--- src/rtl/uart_pkg.sv ---
// Shared UART definitions: data width, receiver FSM encoding, baud divisor helper.
package uart_pkg;

    localparam int unsigned DATA_W = 8;

    typedef enum logic [1:0] {
        ST_IDLE  = 2'd0,
        ST_START = 2'd1,
        ST_DATA  = 2'd2,
        ST_STOP  = 2'd3
    } rx_state_e;

    // Clocks per bit; common to the TX and RX sides.
    function automatic int unsigned calc_div(input int unsigned clk_hz, input int unsigned baud);
        return clk_hz / baud;
    endfunction

endpackage

--- src/rtl/uart_rx_fifo_if.sv ---
// IO-page view of the UART receiver: pop/clear strobes in, FIFO head and status out.
interface uart_rx_fifo_if
    import uart_pkg::*;
#(
    parameter int unsigned FIFO_DEPTH = 4
);
    localparam int unsigned CNT_W = $clog2(FIFO_DEPTH) + 1;

    logic              i_rstrb;
    logic              i_clr_err;
    logic [DATA_W-1:0] o_data;
    logic              o_valid;
    logic [CNT_W-1:0]  o_count;
    logic              o_overrun;
    logic              o_frame_err;

    modport master (
        output i_rstrb, i_clr_err,
        input  o_data, o_valid, o_count, o_overrun, o_frame_err
    );

    modport slave (
        input  i_rstrb, i_clr_err,
        output o_data, o_valid, o_count, o_overrun, o_frame_err
    );
endinterface

--- src/rtl/uart_rx_fifo_byte_fifo.sv ---
// Byte FIFO with wrap-bit pointers; a pop on a full FIFO makes room for a same-edge push.
module byte_fifo
    import uart_pkg::*;
#(
    parameter int unsigned FIFO_DEPTH = 4,
    localparam int unsigned CNT_W  = $clog2(FIFO_DEPTH) + 1,
    localparam int unsigned ADDR_W = CNT_W - 1
) (
    input  logic              i_clk,
    input  logic              i_rst,
    input  logic              i_push,
    input  logic [DATA_W-1:0] i_wdata,
    input  logic              i_pop,
    output logic [DATA_W-1:0] o_rdata,
    output logic [CNT_W-1:0]  o_count,
    output logic              o_full,
    output logic              o_empty
);
    logic [DATA_W-1:0] r_mem [FIFO_DEPTH];
    logic [CNT_W-1:0]  r_wptr;
    logic [CNT_W-1:0]  r_rptr;
    logic              w_pop;
    logic              w_push;

    assign o_empty = (r_wptr == r_rptr);
    assign o_full  = (r_wptr[ADDR_W] != r_rptr[ADDR_W]) &&
                     (r_wptr[ADDR_W-1:0] == r_rptr[ADDR_W-1:0]);
    assign w_pop   = i_pop && !o_empty;
    assign w_push  = i_push && (!o_full || w_pop);
    assign o_count = r_wptr - r_rptr;
    assign o_rdata = o_empty ? '0 : r_mem[r_rptr[ADDR_W-1:0]];

    // Pointer update; an empty-FIFO pop is dropped by w_pop.
    always_ff @(posedge i_clk) begin
        if (i_rst) begin
            r_wptr <= '0;
            r_rptr <= '0;
        end else begin
            if (w_push) r_wptr <= r_wptr + CNT_W'(1);
            if (w_pop)  r_rptr <= r_rptr + CNT_W'(1);
        end
    end

    // Storage write; contents need no reset since the pointers define validity.
    always_ff @(posedge i_clk) begin
        if (!i_rst && w_push) r_mem[r_wptr[ADDR_W-1:0]] <= i_wdata;
    end
endmodule

--- src/rtl/uart_rx_fifo.sv ---
// 8N1 UART receiver feeding a byte FIFO read from the IO page.
// Optional framing check and break wait: define UART_RX_FRAMING_EN.
module uart_rx_fifo
    import uart_pkg::*;
#(
    parameter int unsigned CLK_FREQ_HZ = 12000000,
    parameter int unsigned BAUD_RATE   = 115200,
    parameter int unsigned FIFO_DEPTH  = 4
) (
    input  logic          i_clk,
    input  logic          i_rst,
    input  logic          i_rxd,
    uart_rx_fifo_if.slave bus
);
    localparam int unsigned DIV    = calc_div(CLK_FREQ_HZ, BAUD_RATE);
    localparam int unsigned BAUD_W = $clog2(DIV);
    localparam int unsigned BIT_W  = $clog2(DATA_W);

    logic              r_s1;
    logic              r_s2;
    rx_state_e         r_state;
    rx_state_e         w_state_nxt;
    logic [BAUD_W-1:0] r_cnt;
    logic [BAUD_W-1:0] w_cnt_nxt;
    logic [BIT_W-1:0]  r_bit_idx;
    logic [BIT_W-1:0]  w_bit_nxt;
    logic [DATA_W-1:0] r_shift;
    logic [DATA_W-1:0] w_shift_nxt;
    logic              w_tick;
    logic              w_push;
    logic              w_full;
    logic              w_empty;
    logic              w_ov_set;
    logic              r_overrun;
`ifdef UART_RX_FRAMING_EN
    logic              r_brk;
    logic              w_brk_nxt;
    logic              w_fe_set;
    logic              r_frame_err;
`endif

    assign w_tick = (r_cnt == '0);

    // Two-flop synchroniser on the asynchronous RXD pin, idling high.
    always_ff @(posedge i_clk) begin
        if (i_rst) begin
            r_s1 <= 1'b1;
            r_s2 <= 1'b1;
        end else begin
            r_s1 <= i_rxd;
            r_s2 <= r_s1;
        end
    end

    // Receiver state register; a reset drops any partial byte.
    always_ff @(posedge i_clk) begin
        if (i_rst) begin
            r_state   <= ST_IDLE;
            r_cnt     <= '0;
            r_bit_idx <= '0;
            r_shift   <= '0;
`ifdef UART_RX_FRAMING_EN
            r_brk     <= 1'b0;
`endif
        end else begin
            r_state   <= w_state_nxt;
            r_cnt     <= w_cnt_nxt;
            r_bit_idx <= w_bit_nxt;
            r_shift   <= w_shift_nxt;
`ifdef UART_RX_FRAMING_EN
            r_brk     <= w_brk_nxt;
`endif
        end
    end

    // Next-state logic: mid-bit sampling driven by the down-counting baud counter.
    always_comb begin
        w_state_nxt = r_state;
        w_cnt_nxt   = w_tick ? '0 : r_cnt - BAUD_W'(1);
        w_bit_nxt   = r_bit_idx;
        w_shift_nxt = r_shift;
        w_push      = 1'b0;
`ifdef UART_RX_FRAMING_EN
        w_brk_nxt   = r_brk;
        w_fe_set    = 1'b0;
`endif
        case (r_state)
            ST_IDLE: begin
`ifdef UART_RX_FRAMING_EN
                if (r_s2) w_brk_nxt = 1'b0;
                if (!r_s2 && !r_brk) begin
`else
                if (!r_s2) begin
`endif
                    w_state_nxt = ST_START;
                    w_cnt_nxt   = BAUD_W'(DIV / 2 - 1);
                end
            end
            ST_START: begin
                if (w_tick) begin
                    if (!r_s2) begin
                        w_state_nxt = ST_DATA;
                        w_cnt_nxt   = BAUD_W'(DIV - 1);
                        w_bit_nxt   = '0;
                    end else begin
                        w_state_nxt = ST_IDLE;
                    end
                end
            end
            ST_DATA: begin
                if (w_tick) begin
                    w_shift_nxt = {r_s2, r_shift[DATA_W-1:1]};
                    w_bit_nxt   = r_bit_idx + BIT_W'(1);
                    w_cnt_nxt   = BAUD_W'(DIV - 1);
                    if (r_bit_idx == BIT_W'(DATA_W - 1)) w_state_nxt = ST_STOP;
                end
            end
            ST_STOP: begin
                if (w_tick) begin
                    w_state_nxt = ST_IDLE;
`ifdef UART_RX_FRAMING_EN
                    if (r_s2) begin
                        w_push = 1'b1;
                    end else begin
                        w_fe_set  = 1'b1;
                        w_brk_nxt = 1'b1;
                    end
`else
                    w_push = 1'b1;
`endif
                end
            end
            default: w_state_nxt = ST_IDLE;
        endcase
    end

    byte_fifo #(
        .FIFO_DEPTH (FIFO_DEPTH)
    ) u_fifo (
        .i_clk   (i_clk),
        .i_rst   (i_rst),
        .i_push  (w_push),
        .i_wdata (r_shift),
        .i_pop   (bus.i_rstrb),
        .o_rdata (bus.o_data),
        .o_count (bus.o_count),
        .o_full  (w_full),
        .o_empty (w_empty)
    );

    assign bus.o_valid = !w_empty;
    // A full FIFO with a same-edge pop still accepts the byte.
    assign w_ov_set    = w_push && w_full && !bus.i_rstrb;

    // Sticky overrun flag; a new set beats a simultaneous clear.
    always_ff @(posedge i_clk) begin
        if (i_rst)              r_overrun <= 1'b0;
        else if (w_ov_set)      r_overrun <= 1'b1;
        else if (bus.i_clr_err) r_overrun <= 1'b0;
    end

    assign bus.o_overrun = r_overrun;

`ifdef UART_RX_FRAMING_EN
    // Sticky framing-error flag; a new set beats a simultaneous clear.
    always_ff @(posedge i_clk) begin
        if (i_rst)              r_frame_err <= 1'b0;
        else if (w_fe_set)      r_frame_err <= 1'b1;
        else if (bus.i_clr_err) r_frame_err <= 1'b0;
    end

    assign bus.o_frame_err = r_frame_err;
`else
    assign bus.o_frame_err = 1'b0;
`endif
endmodule

--- src/flat_wrapper.sv ---
// flat-port wrapper written by rule: the top's interface ports become plain ports
module uart_rx_fifo_flat import uart_pkg::*;
#(
    parameter int unsigned CLK_FREQ_HZ = 12000000,
    parameter int unsigned BAUD_RATE   = 115200,
    parameter int unsigned FIFO_DEPTH  = 4
)
  (i_clk, i_rst, i_rxd, bus_i_rstrb, bus_i_clr_err, bus_o_data, bus_o_valid, bus_o_count, bus_o_overrun, bus_o_frame_err);
  uart_rx_fifo_if #(.FIFO_DEPTH(FIFO_DEPTH)) bus_i ();
  input  logic i_clk;
  input  logic i_rst;
  input  logic i_rxd;
  input wire logic [$bits(bus_i.i_rstrb)-1:0] bus_i_rstrb;
  input wire logic [$bits(bus_i.i_clr_err)-1:0] bus_i_clr_err;
  output wire logic [$bits(bus_i.o_data)-1:0] bus_o_data;
  output wire logic [$bits(bus_i.o_valid)-1:0] bus_o_valid;
  output wire logic [$bits(bus_i.o_count)-1:0] bus_o_count;
  output wire logic [$bits(bus_i.o_overrun)-1:0] bus_o_overrun;
  output wire logic [$bits(bus_i.o_frame_err)-1:0] bus_o_frame_err;
  assign bus_i.i_rstrb = bus_i_rstrb;
  assign bus_i.i_clr_err = bus_i_clr_err;
  assign bus_o_data = bus_i.o_data;
  assign bus_o_valid = bus_i.o_valid;
  assign bus_o_count = bus_i.o_count;
  assign bus_o_overrun = bus_i.o_overrun;
  assign bus_o_frame_err = bus_i.o_frame_err;
  uart_rx_fifo #(.CLK_FREQ_HZ(CLK_FREQ_HZ), .BAUD_RATE(BAUD_RATE), .FIFO_DEPTH(FIFO_DEPTH)) u_core (.i_clk(i_clk), .i_rst(i_rst), .i_rxd(i_rxd), .bus(bus_i));
endmodule
--- config.mk ---
export PLATFORM = sky130hd
export DESIGN_NAME = uart_rx_fifo_flat
export DESIGN_NICKNAME = d
export VERILOG_FILES = /design/src/rtl/uart_pkg.sv /design/src/rtl/uart_rx_fifo_if.sv /design/src/rtl/uart_rx_fifo_byte_fifo.sv /design/src/rtl/uart_rx_fifo.sv /design/src/flat_wrapper.sv
export SDC_FILE = /design/constraint.sdc
export NUM_CORES = 1
export LEC_CHECK = 0
export BUFFER_PORTS_ARGS = -buffer_cell sky130_fd_sc_hd__buf_2
export CAP_MARGIN = 25
export CORE_UTILIZATION = 25
export DETAILED_ROUTE_END_ITERATION = 10
export GPL_TIMING_DRIVEN = 0
export SETUP_SLACK_MARGIN = 0.2
export SLEW_MARGIN = 20
export SYNTH_ARGS = -nofsm -noshare
export SYNTH_HDL_FRONTEND = slang
export SYNTH_SLANG_ARGS = --single-unit
--- constraint.sdc ---
create_clock -name i_clk -period 4.2 [get_ports i_clk]
set_input_delay 0.42 -clock i_clk [delete_from_list [all_inputs] [get_ports i_clk]]
set_output_delay 0.42 -clock i_clk [all_outputs]
set_load 0.05 [all_outputs]
==> results.sh <==
export IMPL_design_area_sq_mm=0.00318
export IMPL_hold_class="in2reg"
export IMPL_crit_fanout=9
export IMPL_grt_pass1_wl_mm=7.89
export IMPL_p_leak_nw=1.17
export IMPL_antenna_found_initial=0
export IMPL_ff2ff_path_depth=7
export IMPL_htreeDepth=3
export IMPL_tritoncts="yes"
export IMPL_syn_to_final_growth_pct=17.8
export IMPL_overflow=0
export IMPL_io_buffers=17
export IMPL_dp_cells=366
export IMPL_crit_required_ps=3780
export IMPL_min_period_ps=2620
export IMPL_setup_ws_ps=1580
export IMPL_clk_pin_slew_ps=70
export IMPL_p_per_area_mw_per_mm2=489
export IMPL_clock_path_buffers=2
export IMPL_nets=258
export IMPL_row_count=37
export IMPL_core_area_sq_mm=0.0104
export IMPL_dp_slack_ps=1770
export IMPL_ys_types=39
export IMPL_clock_fmax_ghz=0.382
export IMPL_slew_headroom_pct=52.8
export IMPL_firstDrtPassIters=4
export IMPL_rrSetupSlack_ps=1800
export IMPL_ant_nets=0
export IMPL_fp_dieH_microns=106
export IMPL_power_total_mw=1.56
export IMPL_clockRootBuffer="clkbuf_8"
export IMPL_finalClockSkew_ps=12.3
export IMPL_dr_total_vias=1656
export IMPL_clock_sinks=63
export IMPL_wl_met3_microns=135
export IMPL_r2r_start="u_core.r_cnt[0]"
export IMPL_dr_wl_met2_mm=2.30
export IMPL_place_congestion=0.759
export IMPL_post_cts_buffers=0
export IMPL_crit_type="reg2out"
export IMPL_grt_use_total_pct=9.14
export IMPL_hold_viol=0
export IMPL_setup_violations=0
export IMPL_grt_max_degree=14
export IMPL_clk_latency_ps=340
export IMPL_wl_mm=4.75
export IMPL_status="completed"
export IMPL_drive_above_1_share_pct=19.5
export IMPL_post_route_period_util_pct=62.3
export IMPL_placed_cell_area_sq_mm=0.00296
export IMPL_dieArea_sq_mm=0.0112
export IMPL_syn_inst=213
export IMPL_cap_violations=0
export IMPL_ys_ff_latch=63
export IMPL_startpoint="u_core.u_fifo.r_wptr[0]"
export IMPL_crit_path_end="bus_o_data[7]"
export IMPL_drc=0
export IMPL_postLayoutCoreUtil_pct=30.6
export IMPL_io_pins=19
export IMPL_ys_warn_count=0
export IMPL_routedWlPerCell_microns=12.4
export IMPL_start_util_pct=25.9
export IMPL_grt_pass1_vias=1665
export IMPL_synth_area_sq_mm=0.00270
export IMPL_arrival_ps=2200
export IMPL_detailed_place_hpwl_mm=3.27
export IMPL_r2r_end="u_core.u_fifo.r_mem[0][1]"
export IMPL_synth_fp_nets=230
export IMPL_antennaDiodeCount=0
export IMPL_start_kind="flop"
export IMPL_ctsResizeCount=0
export IMPL_die_x_microns=106
export IMPL_first_iter_violations=76
export IMPL_holdBufCountCts=0
export IMPL_whs_ps=279
export IMPL_ys_seq_area_share_pct=58.5
export IMPL_finalNonFillerCells=382
export IMPL_dr_max_layer_used="met4"
export IMPL_met1_length_mm=2.24
export IMPL_rsz0062_at_grt="false"
export IMPL_critPathCaptureType="primary output"
export IMPL_synth_area_per_cell_sq_um=12.7
export IMPL_slew_viol_final=0
export IMPL_final_setup_tns_ps=0
export IMPL_fillCellCount=1068
export IMPL_ir_drop_mv=0.170
export IMPL_cts_buffers=9
export IMPL_hold_path_depth=2
export IMPL_tightest_slew_ps=705
export IMPL_vias_per_cell=4.34
-- synth_stat cells --
cell	instances	share of area, %
nor4_4	1	0.79
a22oi_1	2	0.56
fa_1	1	0.74
xor2_1	4	1.3
clkbuf_1	7	0.97
and4_1	1	0.32
or2_2	2	0.46
mux2_1	1	0.42
a31oi_1	1	0.23
nor2b_1	12	2.8
nand2b_1	1	0.23
o211ai_1	2	0.56
and3_1	1	0.23
nor3b_1	3	0.83
or4_1	2	0.56
nor2_1	22	3.1
mux2i_1	10	3.7
o21ai_0	4	0.74
nand2_1	5	0.69
a21oi_1	9	1.7
nor3_1	6	1.1
buf_2	1	0.19
mux4_2	8	6.7
nand4_1	1	0.23
buf_4	1	0.28
nand3_1	5	0.93
and2_1	5	1.2
xnor2_1	4	1.3
dfxtp_1	31	23
ha_1	11	5.1
buf_6	1	0.42
a311oi_1	3	0.97
inv_1	8	1.1
nor4_1	1	0.23
conb_1	1	0.14
nand2b_2	1	0.32
or3_1	1	0.23
a211oi_1	1	0.28
edfxtp_1	32	36
-- report_power, final --
group,switching (mW),leakage (nW),internal [mW]
clock network,0.250,0.111,0.341
registers,0.0379,0.548,0.673
logic,0.143,0.514,0.112
total,0.431,1.17,1.13
-- cell type report --
type / instances / area [sq um] / share of cell area (%)
Sequential cell: 63 / 1580 / 49.7
Multi-Input combinational cell: 132 / 1040 / 32.7
Tap cell: 136 / 170 / 5.34
Clock buffer: 9 / 124 / 3.89
Clock inverter: 7 / 103 / 3.22
Timing Repair Buffer: 17 / 85.1 / 2.67
Buffer: 10 / 50.0 / 1.57
Inverter: 8 / 30.0 / 0.943
-- cells in the final DEF (no fill, tap or decap), types with 9 or more instances in the layout --
master,synthesis,final
nor2b_1,12,12
buf_2,1,18
ha_1,11,11
mux2i_1,10,10
edfxtp_1,32,32
dfxtp_1,31,31
nor2_1,22,22
clkbuf_8,0,9
a21oi_1,9,9
-- worst max-delay path, stage by stage, from the launching register on --
cell	delay [ps]
dfxtp_1	390
inv_1	120
ha_1	320
nand2_1	110
nor2_1	560
nor2b_1	120
buf_2	240
-- sequential cells by signal, indices dropped and copies added (netlist names), named ones only --
name and flops:
u_core.u_fifo.r_mem 32, u_core.r_shift 8, u_core.r_cnt 7, u_core.r_bit_idx 3, u_core.u_fifo.r_rptr 3, u_core.u_fifo.r_wptr 3
u_core.bus.o_overrun 1, u_core.r_s1 1, u_core.r_s2 1, u_core.r_state 1
-- worst min path at each step --
stage                 from     endpoint  slack, ps
2_1_floorplan  u_core.r_s1  u_core.r_s2        390
3_3_place_gp   u_core.r_s1  u_core.r_s2        390
5_1_grt              i_rxd  u_core.r_s1        280
4_1_cts              i_rxd  u_core.r_s1        260
6_report             i_rxd  u_core.r_s1        280
3_5_place_dp   u_core.r_s1  u_core.r_s2        400
-- per-layer routing --
layer,GRT usage [%],up-vias
met5,0,-
met4,3.57,0
met3,3.31,8
met2,15.2,19
met1,10.7,807
li1,-,822
-- cell families (layout without fill, tap and decap cells) --
family	count (synthesis)	after routing	synth area share, %
compound gates	22	22	5.00
xor+xnor	8	8	2.59
fa+ha+maj	12	12	5.83
buf+inv	18	51	2.96
flops	63	63	58.5
mux	19	19	10.8
other cells	1	1	0.139
simple gates	70	70	14.2
Power figures use the tool's default switching activity.
